--- config.mk ---
export PLATFORM = sky130hd
export DESIGN_NAME = risc_ctrl_fsm_flat
export DESIGN_NICKNAME = d
export VERILOG_FILES = /design/src/rtl/risc_ctrl_fsm_if.sv /design/src/rtl/risc_ctrl_fsm.sv /design/src/flat_wrapper.sv
export SDC_FILE = /design/constraint.sdc
export NUM_CORES = 1
export LEC_CHECK = 0
export CAP_MARGIN = 0
export CORE_ASPECT_RATIO = 0.7
export CORE_MARGIN = 3
export CORE_UTILIZATION = 40
export CTS_CLUSTER_SIZE = 25
export DETAILED_ROUTE_END_ITERATION = 8
export GPL_ROUTABILITY_DRIVEN = 1
export GPL_TIMING_DRIVEN = 0
export PLACE_DENSITY = 0.71
export SETUP_SLACK_MARGIN = 0.05
export SLEW_MARGIN = 25
export SYNTH_ARGS = -nofsm -noshare
export SYNTH_HDL_FRONTEND = slang
export SYNTH_SLANG_ARGS = --single-unit
--- constraint.sdc ---
create_clock -name clk -period 4.7 [get_ports clk]
set_input_delay 0.705 -clock clk [delete_from_list [all_inputs] [get_ports clk]]
set_output_delay 0.705 -clock clk [all_outputs]
set_load 0.1 [all_outputs]
--- src/rtl/risc_ctrl_fsm_if.sv ---
// Memory handshake bundle between the control sequencer
// and the shared instruction/data memory.
interface risc_ctrl_fsm_if;
  logic mem_req;
  logic mem_we;
  logic addr_sel;
  logic mem_ack;

  modport master (
    output mem_req,
    output mem_we,
    output addr_sel,
    input  mem_ack
  );

  modport slave (
    input  mem_req,
    input  mem_we,
    input  addr_sel,
    output mem_ack
  );
endinterface

--- src/rtl/risc_ctrl_fsm.sv ---
// Multi-cycle control sequencer for the 8-bit RISC datapath:
// fetch, decode, execute, memory and writeback with ack timeout.
module risc_ctrl_fsm #(
  parameter int TIMEOUT = 15,
  parameter int CNT_W   = 8
) (
  input  logic       clk,
  input  logic       rst_n,
  risc_ctrl_fsm_if.master mem,
  input  logic       run,
  input  logic [3:0] opcode,
  input  logic       zero,
  output logic       ir_we,
  output logic       pc_inc,
  output logic       pc_load,
  output logic       rf_we,
  output logic       wb_sel,
  output logic [1:0] alu_op,
  output logic       led_we,
  output logic       halted,
  output logic       fault,
  output logic [2:0] state
);

  typedef enum logic [2:0] {
    S_IDLE   = 3'd0,
    S_FETCH  = 3'd1,
    S_DECODE = 3'd2,
    S_EXEC   = 3'd3,
    S_MEM    = 3'd4,
    S_WB     = 3'd5,
    S_HALT   = 3'd6,
    S_FAULT  = 3'd7
  } st_t;

  st_t              r_state;
  st_t              w_next;
  logic [CNT_W-1:0] r_cnt;

  logic w_is_alu;
  logic w_is_ld;
  logic w_is_st;
  logic w_is_exe;
  logic w_is_ctl;
  logic w_is_hlt;
  logic w_req;
  logic w_ack;
  logic w_tmo;

  assign w_is_alu = (opcode >= 4'd1) && (opcode <= 4'd4);
  assign w_is_ld  = (opcode == 4'd5);
  assign w_is_st  = (opcode == 4'd6);
  assign w_is_exe = w_is_alu || w_is_ld || w_is_st;
  assign w_is_ctl = (opcode == 4'd0) || (opcode == 4'd7) ||
                    (opcode == 4'd8) || (opcode == 4'd9);
  assign w_is_hlt = (opcode == 4'hF);

  // A nonzero count means the fetch request is already out,
  // so run only gates the first FETCH cycle.
  assign w_req = ((r_state == S_FETCH) && (run || (r_cnt != '0))) ||
                 (r_state == S_MEM);
  assign w_ack = w_req && mem.mem_ack;
  assign w_tmo = w_req && !mem.mem_ack &&
                 (r_cnt == CNT_W'(TIMEOUT - 1));

  always_comb begin
    w_next = r_state;
    unique case (r_state)
      S_IDLE: begin
        if (run) w_next = S_FETCH;
      end
      S_FETCH: begin
        if (!w_req)     w_next = S_IDLE;
        else if (w_ack) w_next = S_DECODE;
        else if (w_tmo) w_next = S_FAULT;
      end
      S_DECODE: begin
        unique case (1'b1)
          w_is_exe: w_next = S_EXEC;
          w_is_ctl: w_next = S_FETCH;
          w_is_hlt: w_next = S_HALT;
          default:  w_next = S_FAULT;
        endcase
      end
      S_EXEC: begin
        w_next = (w_is_ld || w_is_st) ? S_MEM : S_WB;
      end
      S_MEM: begin
        if (w_ack)      w_next = w_is_st ? S_FETCH : S_WB;
        else if (w_tmo) w_next = S_FAULT;
      end
      S_WB: begin
        w_next = S_FETCH;
      end
      default: begin
        w_next = r_state;
      end
    endcase
  end

  always_ff @(posedge clk or negedge rst_n) begin
    if (!rst_n) begin
      r_state <= S_IDLE;
      r_cnt   <= '0;
    end else begin
      r_state <= w_next;
      if (w_req && !mem.mem_ack && (w_next == r_state))
        r_cnt <= r_cnt + 1'b1;
      else
        r_cnt <= '0;
    end
  end

  always_comb begin
    mem.mem_req  = w_req;
    mem.mem_we   = (r_state == S_MEM) && w_is_st;
    mem.addr_sel = (r_state == S_MEM);
    ir_we        = (r_state == S_FETCH) && w_ack;
    pc_inc       = (r_state == S_FETCH) && w_ack;
    pc_load      = (r_state == S_DECODE) &&
                   ((opcode == 4'd8) || ((opcode == 4'd7) && zero));
    led_we       = (r_state == S_DECODE) && (opcode == 4'd9);
    alu_op       = 2'b00;
    if ((r_state == S_EXEC) && w_is_alu)
      alu_op = 2'(opcode - 4'd1);
    rf_we        = (r_state == S_WB);
    wb_sel       = (r_state == S_WB) && w_is_ld;
    halted       = (r_state == S_HALT);
    fault        = (r_state == S_FAULT);
    state        = r_state;
  end

endmodule

--- src/flat_wrapper.sv ---
// flat-port wrapper written by rule: the top's interface ports become plain ports
module risc_ctrl_fsm_flat 
#(
  parameter int TIMEOUT = 15,
  parameter int CNT_W   = 8
)
  (clk, rst_n, run, opcode, zero, ir_we, pc_inc, pc_load, rf_we, wb_sel, alu_op, led_we, halted, fault, state, mem_mem_req, mem_mem_we, mem_addr_sel, mem_mem_ack);
  risc_ctrl_fsm_if mem_i ();
  input  logic clk;
  input  logic rst_n;
  input  logic run;
  input  logic [3:0] opcode;
  input  logic zero;
  output logic ir_we;
  output logic pc_inc;
  output logic pc_load;
  output logic rf_we;
  output logic wb_sel;
  output logic [1:0] alu_op;
  output logic led_we;
  output logic halted;
  output logic fault;
  output logic [2:0] state;
  output wire logic [$bits(mem_i.mem_req)-1:0] mem_mem_req;
  output wire logic [$bits(mem_i.mem_we)-1:0] mem_mem_we;
  output wire logic [$bits(mem_i.addr_sel)-1:0] mem_addr_sel;
  input wire logic [$bits(mem_i.mem_ack)-1:0] mem_mem_ack;
  assign mem_mem_req = mem_i.mem_req;
  assign mem_mem_we = mem_i.mem_we;
  assign mem_addr_sel = mem_i.addr_sel;
  assign mem_i.mem_ack = mem_mem_ack;
  risc_ctrl_fsm #(.TIMEOUT(TIMEOUT), .CNT_W(CNT_W)) u_core (.clk(clk), .rst_n(rst_n), .mem(mem_i), .run(run), .opcode(opcode), .zero(zero), .ir_we(ir_we), .pc_inc(pc_inc), .pc_load(pc_load), .rf_we(rf_we), .wb_sel(wb_sel), .alu_op(alu_op), .led_we(led_we), .halted(halted), .fault(fault), .state(state));
endmodule
After elaboration in Yosys (flattened, before gate mapping)
Cells that the tools add are included.
{"block": "totals", "wordCells": 58, "n_memories": 0, "register_bits": 11, "ram_bits": 0, "latchBits": 0, "mem_bits_ro": 0}
{"block": "classes", "div": 0, "n_lt_le_gt_ge": 2, "n_addsub": 2, "n_eq_ne": 15, "n_mul": 0, "n_bitwise": 0, "shifts": 0, "mux": 11, "reduce_logical": 26}
{"operator": "$mux W3", "count": 6}
{"operator": "$pmux W3 S6", "count": 1}
{"operator": "$logic_and A1 B1 Y1", "count": 13}
{"operator": "$eq A3 B3 Y1 const B", "count": 4}
{"operator": "$eq A4 B3 Y1 const B", "count": 3}
{"operator": "$eq A4 B4 Y1 const B", "count": 3}
{"operator": "$logic_or A1 B1 Y1", "count": 9}
{"operator": "$pmux W3 S3", "count": 1}
{"operator": "$add A8 B1 Y8 const B", "count": 1}
{"operator": "$eq A8 B4 Y1 const B", "count": 1}
{"operator": "$mux W8", "count": 1}
{"operator": "$reduce_bool A8 Y1", "count": 1}
{"operator": "$eq A3 B2 Y1 const B", "count": 2}
{"operator": "$ge A4 B1 Y1 const B", "count": 1}
{"operator": "$le A4 B3 Y1 const B", "count": 1}
{"operator": "$logic_not A4 Y1", "count": 1}
{"operator": "$eq A3 B1 Y1 const B", "count": 1}
{"operator": "$eq A3 B3 Y1", "count": 1}
{"operator": "$logic_not A3 Y1", "count": 1}
{"operator": "$mux W2", "count": 1}
{"operator": "$sub A2 B1 Y2 const B", "count": 1}
{"operator": "$logic_not A1 Y1", "count": 1}
{"operator": "$mux W1", "count": 1}

Logic depth before layout (Yosys ltp)
Gate-level depths: netlist of run 1.
{"block": "depth", "word_depth": 13, "ltp_mapped": 7}

Worst setup path before layout of run 1
Ideal clock, no wire load.
{"block": "synth_timing", "path_type": "register to output", "from": "register u_core.r_state[2], in the netlist u_core.state[2]", "to": "output mem_mem_we", "t_arrival_ns": 3.745, "path_stages_with_launch": 5, "path_buffers": 1, "required_ns": 3.995, "setup_slack_ns": 0.250, "cell_sequence": "dfrtp_1 -> clkbuf_1 -> nand2b_1 -> nor2_1 -> and3_1"}
{"block": "synth_between", "elab_chain_len": 2}
{"item": "start: declaration", "line": "risc_ctrl_fsm.sv:36", "text": "st_t r_state;"}
{"item": "start signal: assignment", "line": "risc_ctrl_fsm.sv:106", "text": "r_state <= w_next;"}
{"item": "$eq A3 B3 Y1"}
{"item": "named net mem_addr_sel", "line": "flat_wrapper.sv:26", "text": "output wire logic [$bits(mem_i.addr_sel)-1:0] mem_addr_sel;"}
{"item": "$logic_and A1 B1 Y1", "line": "risc_ctrl_fsm.sv:116", "text": "mem.mem_we = (r_state == S_MEM) && w_is_st;"}
{"item": "end: declaration", "line": "flat_wrapper.sv:25", "text": "output wire logic [$bits(mem_i.mem_we)-1:0] mem_mem_we;"}
The timed path passes the listed nets, and every way through them passes these cells.

Worst setup path in the final report of run 1
{"block": "layout_timing", "from": "input opcode[0]", "to": "output alu_op[1]"}
{"block": "layout_between", "elab_chain_len": 4}
{"item": "start: declaration", "line": "flat_wrapper.sv:12", "text": "input logic [3:0] opcode;"}
{"item": "$ge A4 B1 Y1 / $le A4 B3 Y1 (equally long branches)", "line": "risc_ctrl_fsm.sv:50", "text": "assign w_is_alu = (opcode >= 4'd1) && (opcode <= 4'd4);"}
{"item": "$logic_and A1 B1 Y1", "line": "risc_ctrl_fsm.sv:50"}
{"item": "$logic_and A1 B1 Y1", "line": "risc_ctrl_fsm.sv:124", "text": "if ((r_state == S_EXEC) && w_is_alu)"}
{"item": "$mux W2 *", "line": "risc_ctrl_fsm.sv:124"}
{"item": "end: declaration", "line": "flat_wrapper.sv:19", "text": "output logic [1:0] alu_op;"}
Every way passes the cells marked *; elsewhere a longest branch is shown, timed or not.

==> impl_metrics.ini, run 1 <==
[logic_synthesis]
synth.ff_latch_count = 11
synth_cell_type_count = 37
synth_nets = 128
ys.flop_type = dfrtp_1
synth_edf_count = 0
synth_area_um2 = 928
synth_area_leaders = dfrtp_1, ha_1, nor2_1, xor2_1, and3_1
avgSynthCellArea_um2 = 8.36
synth_top_area_share_pct = 29.6
seq_area_frac_synth_pct = 29.6
yosysTopAreaCell = dfrtp_1
yosysWarnings = 0
post_synth_inst_count = 111
ys_async_sr_fraction_pct = 100

[die]
die-area_um2 = 2940
core_um2 = 2020
io_pins = 25
rows = 13
fp.dieH_um = 46.3
floorplan.initialDensity_pct = 46.0
die_x_um = 63.6

[layout]
final_area_um2 = 1230
area_growth_pct = 32.7
nets = 157
final_cell_mix = clkdlybuf4s50_1, nor2_1, dfrtp_1
drive_above_1_share_pct = 5.76
antenna_cells = 0
nFillCells = 209
layout_commonest_cell = clkdlybuf4s50_1
final_util_pct = 61.1

[critical_path]
crit_type = primary input to primary output
critPathMaxFanout = 4
endpoint_kind = primary output
worstPathRequired_ns = 3.99
worstSetupStartpointType = primary input
crit_arrival_ns = 3.22

[cts]
cts_resized = 0
cts_tree = yes
htree_levels = 1
clk_path_buf_depth = 2
postCtsSetupBuffers = 0
clk_root_buffer_cell = clkbuf_4
cts_buffers = 3
ctsHoldBuffers = 0
clkTransAtPathRegs_ns = 0.07
insertion_delay_ns = 0.27
clock-sinks = 11

[route]
post_drt_wl_per_cell_um = 13.5
initialDrtViolationCount = 70
routed_via_density = 5.49
routed_wl_um = 2290
drtAntennaViolNets = 0
via_count = 928
drt_first_pass_iters = 4
drcViolationCount = 0

[hold_path]
hp-class = flip-flop to flip-flop

[timing]
max_freq_mhz = 255
min_period_over_period_pct = 83.6
final.setup.worst_slack_ns = 0.773
period_needed_ns = 3.93
max_slew_margin_pct = 34.7
rsz0062_at_grt = no
hold_viol_final = 0
tightest_slew_ns = 0.977
clock_skew_ns = 0.00395
setup_viol = 0
setup_tns_ns = 0
drv_slew = 0

[status]
status = completed

[place]
placed_area_um2 = 1210
gp_congestion = 0.842
dpl.hpwl_um = 1820
port_buffers = 24
pre_cts_ws_ns = 0.772

[global_route]
antenna_found_initial = 0
grt_max_degree = 12
grt_pass1_wl_um = 3680
grt_pass1_vias = 785
globalRouteTotalUtil_pct = 16.4
grt_overflow = 0

[power]
peakVddDrop_mv = 0.381
power.density_nw_per_um2 = 497
fin_total_pwr_mw = 0.612
p_leak_nw = 0.523

[run]
cap_violations = 0
## registers in the layout (all words and copies together) (netlist names)
register and flops:
u_core.r_cnt 8, u_core.state 3
## power breakdown
group / internal [mW] / switching (mW) / leakage, nW
Clock: 0.0329 / 0.0322 / 0.0150
Combinational: 0.112 / 0.301 / 0.359
Sequential: 0.109 / 0.0254 / 0.149
Total: 0.254 / 0.359 / 0.523
## final timing paths
| path | start | to | slack, ns | depth (start not counted) |
|---|---|---|---|---|
| worst min register to register | u_core.r_cnt[0] | u_core.r_cnt[0] | 0.57 | 1 |
| worst max-delay path | opcode[0] | alu_op[1] | 0.77 | 8 |
| worst max register to register | u_core.r_cnt[0] | u_core.r_cnt[6] | 2.73 | 6 |
| worst min-delay path | u_core.r_cnt[0] | u_core.r_cnt[0] | 0.57 | 1 |
| max in group asynchronous | rst_n | u_core.state[2] | 3.61 | 1 |
| min in group asynchronous | rst_n | u_core.r_cnt[1] | 0.76 | 1 |
## kinds of logic (layout without fill, tap and decap cells)
family | after synthesis | after routing | share of synthesized area, %
xor gates and xnor gates | 6 | 6 | 5.66
DFF | 11 | 11 | 29.6
buffers and inverters | 11 | 39 | 4.85
adders and majority gates | 8 | 8 | 10.8
and+or+nand+nor | 58 | 58 | 35.2
AOI/OAI and AO/OA | 17 | 17 | 13.9
## metrics by stage
step / std cells / hold slack [ns]
after detailed placement: 165 / 0.543
after CTS: 169 / 0.562
after global routing: 169 / 0.615
after floorplan: 111 / 0.409
final: 169 / 0.567
after global placement: 165 / 0.541
## routing by layer
metal  share of wire, %  global-route usage [%]  routed length [µm]
met5                  0                       0                   0
met4                  0                    2.58                   0
met3                6.7                    4.39                 154
met2                 42                    23.9                 964
met1                 51                    24.6                1170
## critical path: stages
cell and delay (ns):
clkdlybuf4s50_1 0.54, inv_1 0.10, ha_1 0.21, nor3b_1 0.15, a21oi_1 0.12, nand4bb_1 0.14, nor2_1 0.11, clkdlybuf4s50_1 1.14
## synth_stat cells, types with 2 or more instances
library cell and number:
dfrtp_1 11, a21oi_1 5, ha_1 8, nand3_1 4
nand2b_1 3, and2_1 2, xnor2_1 2, xor2_1 4
nand4_1 5, nor3b_1 2, inv_1 8, clkbuf_1 2
nor2_1 17, nand2_1 5, and3_1 5, o21ai_0 3
nor3_1 3, nor2b_1 3
## area by class of cell
type	count	area (µm²)	area share [%]
Buffer	3	15.0	1.22
Sequential cell	11	275	22.3
Timing Repair Buffer	24	240	19.5
Clock buffer	4	26.3	2.13
Inverter	8	30.0	2.44
Multi-Input combinational cell	89	608	49.3
Tap cell	30	37.5	3.05
Power figures use the tool's default switching activity.
==> run 2, diff against run 1 <==
Settings changed: PLACE_DENSITY 0.71 to 0.74.
Clock period 4.7 ns to 3.4 ns, I/O delays scaled along.
==> impl_metrics.ini, run 2 (synthesis results as in run 1) <==
[route]
initialDrtViolationCount = 39
drt_first_pass_iters = 4
drtAntennaViolNets = 0
drcViolationCount = 0
post_drt_wl_per_cell_um = 13.8
routed_via_density = 5.30
routed_wl_um = 2330
via_count = 895

[cts]
cts_buffers = 3
clkTransAtPathRegs_ns = 0.08
htree_levels = 1
clk_root_buffer_cell = clkbuf_4
clock-sinks = 11
cts_tree = yes
ctsHoldBuffers = 0
clk_path_buf_depth = 2
insertion_delay_ns = 0.28

[timing]
max_freq_mhz = 311
period_needed_ns = 3.21
rsz0062_at_grt = no
drv_slew = 0
clock_skew_ns = 0.00801
setup_viol = 0
holdWs_ns = 0.560
min_period_over_period_pct = 94.5
hold_viol_final = 0
final.setup.worst_slack_ns = 0.185
tightest_slew_ns = 0.973
max_slew_margin_pct = 34.9

[layout]
largest_reg_flops = 8
nFillCells = 210
area_growth_pct = 33.4
seq_area_um2 = 275
final_cell_mix = nor2_1, clkdlybuf4s50_1, dfrtp_1
multiInputGateArea_um2 = 617
instances_no_fill = 169
antenna_cells = 0
nets = 157
drive_above_1_share_pct = 8.63
top_register = u_core.r_cnt

[hold_path]
hp-class = primary input to asynchronous set/reset pin

[place]
gp_congestion = 0.840
pre_cts_ws_ns = -0.174
dpl.hpwl_um = 1840
port_buffers = 24
place_inst = 165

[global_route]
grt_use_met2_pct = 24.5
busiest_layer = met2
grt_pass1_wl_um = 3770
globalRouteTotalUtil_pct = 16.7
antenna_found_initial = 0
grt.met3_usage_pct = 5.85
grt_pass1_vias = 796
grt_max_degree = 12
grtUsageMet1_pct = 24.1
grt_overflow = 0

[critical_path]
worstSetupStartpointType = flip-flop
endpoint_kind = primary output
worstPathRequired_ns = 2.89
crit_arrival_ns = 2.70
crit_type = flip-flop to primary output
critPathMaxFanout = 10

[power]
p_leak_nw = 0.603
power.density_nw_per_um2 = 682
peakVddDrop_mv = 0.518

[die]
core_um2 = 2020
rows = 13
die-area_um2 = 2940
io_pins = 25
floorplan.initialDensity_pct = 46.0
die_x_um = 63.6
fp.dieH_um = 46.3

[run]
cap_violations = 0

[status]
status = completed
-- run 2: changes by cell type in the layout (fill, tap and decap cells not counted), sizes merged --
| cell | before | now |
|---|---|---|
| clkbuf | 6 | 8 |
| dlymetal6s2s | 0 | 4 |
| clkdlybuf4s50 | 24 | 16 |
| dlygate4sd2 | 0 | 2 |
-- run 2: power by group --
part           internal, mW  total, mW  leakage (nW)  switching, mW
clock network        0.0455     0.0931        0.0150         0.0476
registers             0.151      0.187         0.149         0.0365
logic                 0.148      0.565         0.440          0.416
total                 0.345      0.845         0.603          0.501
-- run 2: final timing paths --
path                            startpoint              end  slack [ns]  cells past startpoint
max in group asynchronous            rst_n  u_core.state[1]        2.50                      1
min in group clk           u_core.r_cnt[0]  u_core.r_cnt[0]        0.56                      1
hold reg to reg            u_core.r_cnt[0]  u_core.r_cnt[0]        0.56                      1
setup / recovery           u_core.state[1]           led_we        0.19                      4
hold / removal                       rst_n  u_core.r_cnt[1]        0.56                      1
setup reg to reg           u_core.r_cnt[0]  u_core.r_cnt[3]        1.47                      6
-- run 2: metrics by stage --
stage | TNS, ns | instance area [µm²] | utilization (%) | power (mW)
floorplan | 0 | 937 | - | 0.627
finish | 0 | 1240 | 61.4 | 0.845
CTS | 0 | 1240 | 61.3 | 0.845
detailed placement | -0.414 | 1210 | 60.2 | 0.759
global route | 0 | 1240 | 61.4 | 0.886
global placement | -0.266 | 1210 | 60.2 | 0.750
-- run 2: critical path, stage by stage (launching register included) --
cell and delay, ns:
dfrtp_1 0.55, clkbuf_1 0.38, and2_1 0.21, and3_1 0.16, clkdlybuf4s50_1 1.13
-- run 2: layout make-up --
| type | instances | area share (%) |
|---|---|---|
| Tap cell | 30 | 3.03 |
| Inverter | 8 | 2.42 |
| Timing Repair Buffer | 24 | 19.2 |
| Sequential cell | 11 | 22.2 |
| Clock buffer | 4 | 2.12 |
| Buffer | 3 | 1.21 |
| Multi-Input combinational cell | 89 | 49.8 |
-- run 2: per-layer routing --
| layer | share of wire [%] | wire length (µm) |
|---|---|---|
| met1 | 52 | 1220 |
| met2 | 40 | 930 |
| met3 | 7.6 | 177 |
| met4 | 0.30 | 7 |
| met5 | 0 | 0 |
-- run 2: what timing repair did --
item,4_1_cts,5_1_grt
endpoints found under the setup margin,4,6
hold endpoints to repair,0,0
setup buffers,0,0
gates resized for setup,4,8
==> run 3, diff against run 2 <==
Settings changed: DONT_BUFFER_PORTS set to 1, HOLD_SLACK_MARGIN set to 0.05, PLACE_DENSITY 0.74 to 0.59, SETUP_SLACK_MARGIN 0.05 to 0.3.
==> impl_metrics.ini, run 3 (synthesis results as in run 1) <==
[timing]
setup_tns_ns = 0
max_freq_mhz = 328
setup_viol = 0
hold_viol_final = 0
final.setup.worst_slack_ns = 0.353
tightest_slew_ns = 1.07
holdWs_ns = 0.417
min_period_over_period_pct = 89.6
drv_slew = 0
period_needed_ns = 3.05
clock_skew_ns = 0.00395
max_slew_margin_pct = 28.6
rsz0062_at_grt = yes

[global_route]
globalRouteTotalUtil_pct = 16.2
grt_pass1_wl_um = 3640
grt_max_degree = 12
grt_pass1_vias = 741
grt_overflow = 0
antenna_found_initial = 0

[critical_path]
startpoint = u_core.state[2]
cpPeakStageDelay_ns = 0.86
regToRegStartpoint = u_core.state[2]
cp.depth = 4
rrSetupSlack_ns = 1.22
path_delay_family = simple AND/OR/NAND/NOR gates
crit_arrival_ns = 2.54
crit_slowest_cell = nor2_2
rr_endpoint = u_core.r_cnt[2]
critPathMaxFanout = 9
cp_num_buf_inv = 1
crit_type = flip-flop to primary output
r2r_cells = 5
setup.worst_path.end = alu_op[1]
worstPathRequired_ns = 2.89
endpoint_kind = primary output
worstSetupStartpointType = flip-flop
crit_chain = clkbuf_2, nand2b_1, nand4bb_1, nor2_2

[hold_path]
timing.hold.worst_path_depth = 3
hp-class = primary input to flip-flop

[layout]
nets = 134
final_cell_mix = nor2_1, ha_1, dfrtp_1
layout_commonest_cell = nor2_1
antenna_cells = 0
largest_reg_flops = 8
nFillCells = 222
final_util_pct = 52.2
top_register = u_core.r_cnt
area_growth_pct = 13.5
drive_above_1_share_pct = 18.1

[place]
pre_cts_ws_ns = -0.129
dpl.hpwl_um = 1670
port_buffers = 0
gp_congestion = 0.862

[cts]
clk_root_buffer_cell = clkbuf_4
cts_buffers = 3
clk_path_buf_depth = 2
htree_levels = 1
insertion_delay_ns = 0.27
cts_tree = yes
clock-sinks = 11
clkTransAtPathRegs_ns = 0.06

[die]
die_x_um = 63.6
die-area_um2 = 2940
core_um2 = 2020
rows = 13
io_pins = 25
fp.dieH_um = 46.3
floorplan.initialDensity_pct = 46.0

[run]
cap_violations = 0

[power]
power_switching_mw = 0.486
power.density_nw_per_um2 = 749
comb_power_share_pct = 51.6
peakVddDrop_mv = 0.533
p_leak_nw = 0.435
fin_total_pwr_mw = 0.790
seq_power_share_pct = 37.4
clockPowerShare_pct = 11.0
internal-power_mw = 0.304
swShare_pct = 61.5

[route]
drtAntennaViolNets = 0
initialDrtViolationCount = 47
routed_via_density = 5.66
drcViolationCount = 0
drt_first_pass_iters = 4
via_count = 826
post_drt_wl_per_cell_um = 14.6
routed_wl_um = 2130

[status]
status = completed
run 3: changes by cell type in the layout (fill, tap and decap cells not counted), sizes merged:
| cell | change |
|---|---|
| dlygate4sd3 | +1 |
| dlymetal6s2s | -4 |
| clkbuf | -2 |
| clkinvlp | +1 |
| clkdlybuf4s50 | -16 |
| dlygate4sd2 | -2 |
| inv | -1 |
run 3: how the worst min path moves through the flow:
stage                           end   startpoint  slack [ns]
floorplan           u_core.r_cnt[0]        rst_n        0.21
global placement    u_core.r_cnt[5]        rst_n        0.21
detailed placement  u_core.r_cnt[6]        rst_n        0.21
CTS                 u_core.state[0]  mem_mem_ack        0.40
global route        u_core.state[0]  mem_mem_ack        0.40
finish              u_core.state[0]  mem_mem_ack        0.42
run 3: layout make-up:
class                   count  area [µm²]  share of cell area (%)
inverters                   8        33.8                    3.21
well taps                  30        37.5                    3.56
flip-flops and latches     11         282                    26.7
plain buffers               3        20.0                    1.90
repair buffers              1        10.0                   0.950
clock buffers               4        26.3                    2.49
multi-input cells          89         644                    61.2
run 3: tightest hold or removal path, cell delays in order:
cell	delay (ns)
nor2_1	0.02
nand2_1	0.05
a22oi_1	0.06
run 3: power by group through the flow:
stage	Combinational, mW	Clock [mW]	Sequential [mW]
after floorplan	0.349	0	0.281
after global placement	0.383	0	0.292
after detailed placement	0.384	0	0.293
after CTS	0.397	0.0911	0.295
after global routing	0.432	0.0985	0.301
final	0.407	0.0872	0.295
run 3: repair_timing:
| action | 4_1_cts | 5_1_grt |
|---|---|---|
| buffers inserted | 0 | 0 |
| resized for setup | 7 | 4 |
| endpoints found under the hold margin | 11 | 0 |
| setup endpoints to repair | 6 | 5 |
| hold buffers | 1 | 0 |
| gates cloned | 0 | 0 |
| pin swaps | 1 | 2 |
run 3: routing by layer:
| metal | routed length (µm) | GRT usage, % | vias up |
|---|---|---|---|
| met5 | 0 | 0 | - |
| met2 | 744 | 19.3 | 47 |
| met3 | 284 | 9.02 | 0 |
| li1 | - | - | 403 |
| met4 | 0 | 2.58 | 0 |
| met1 | 1100 | 24.4 | 376 |
run 3: per-stage QoR:
stage | area (µm²) | cells
final | 1050 | 146
after global routing | 1050 | 146
after CTS | 1040 | 146
after detailed placement | 987 | 141
after global placement | 986 | 141
after floorplan | 948 | 111
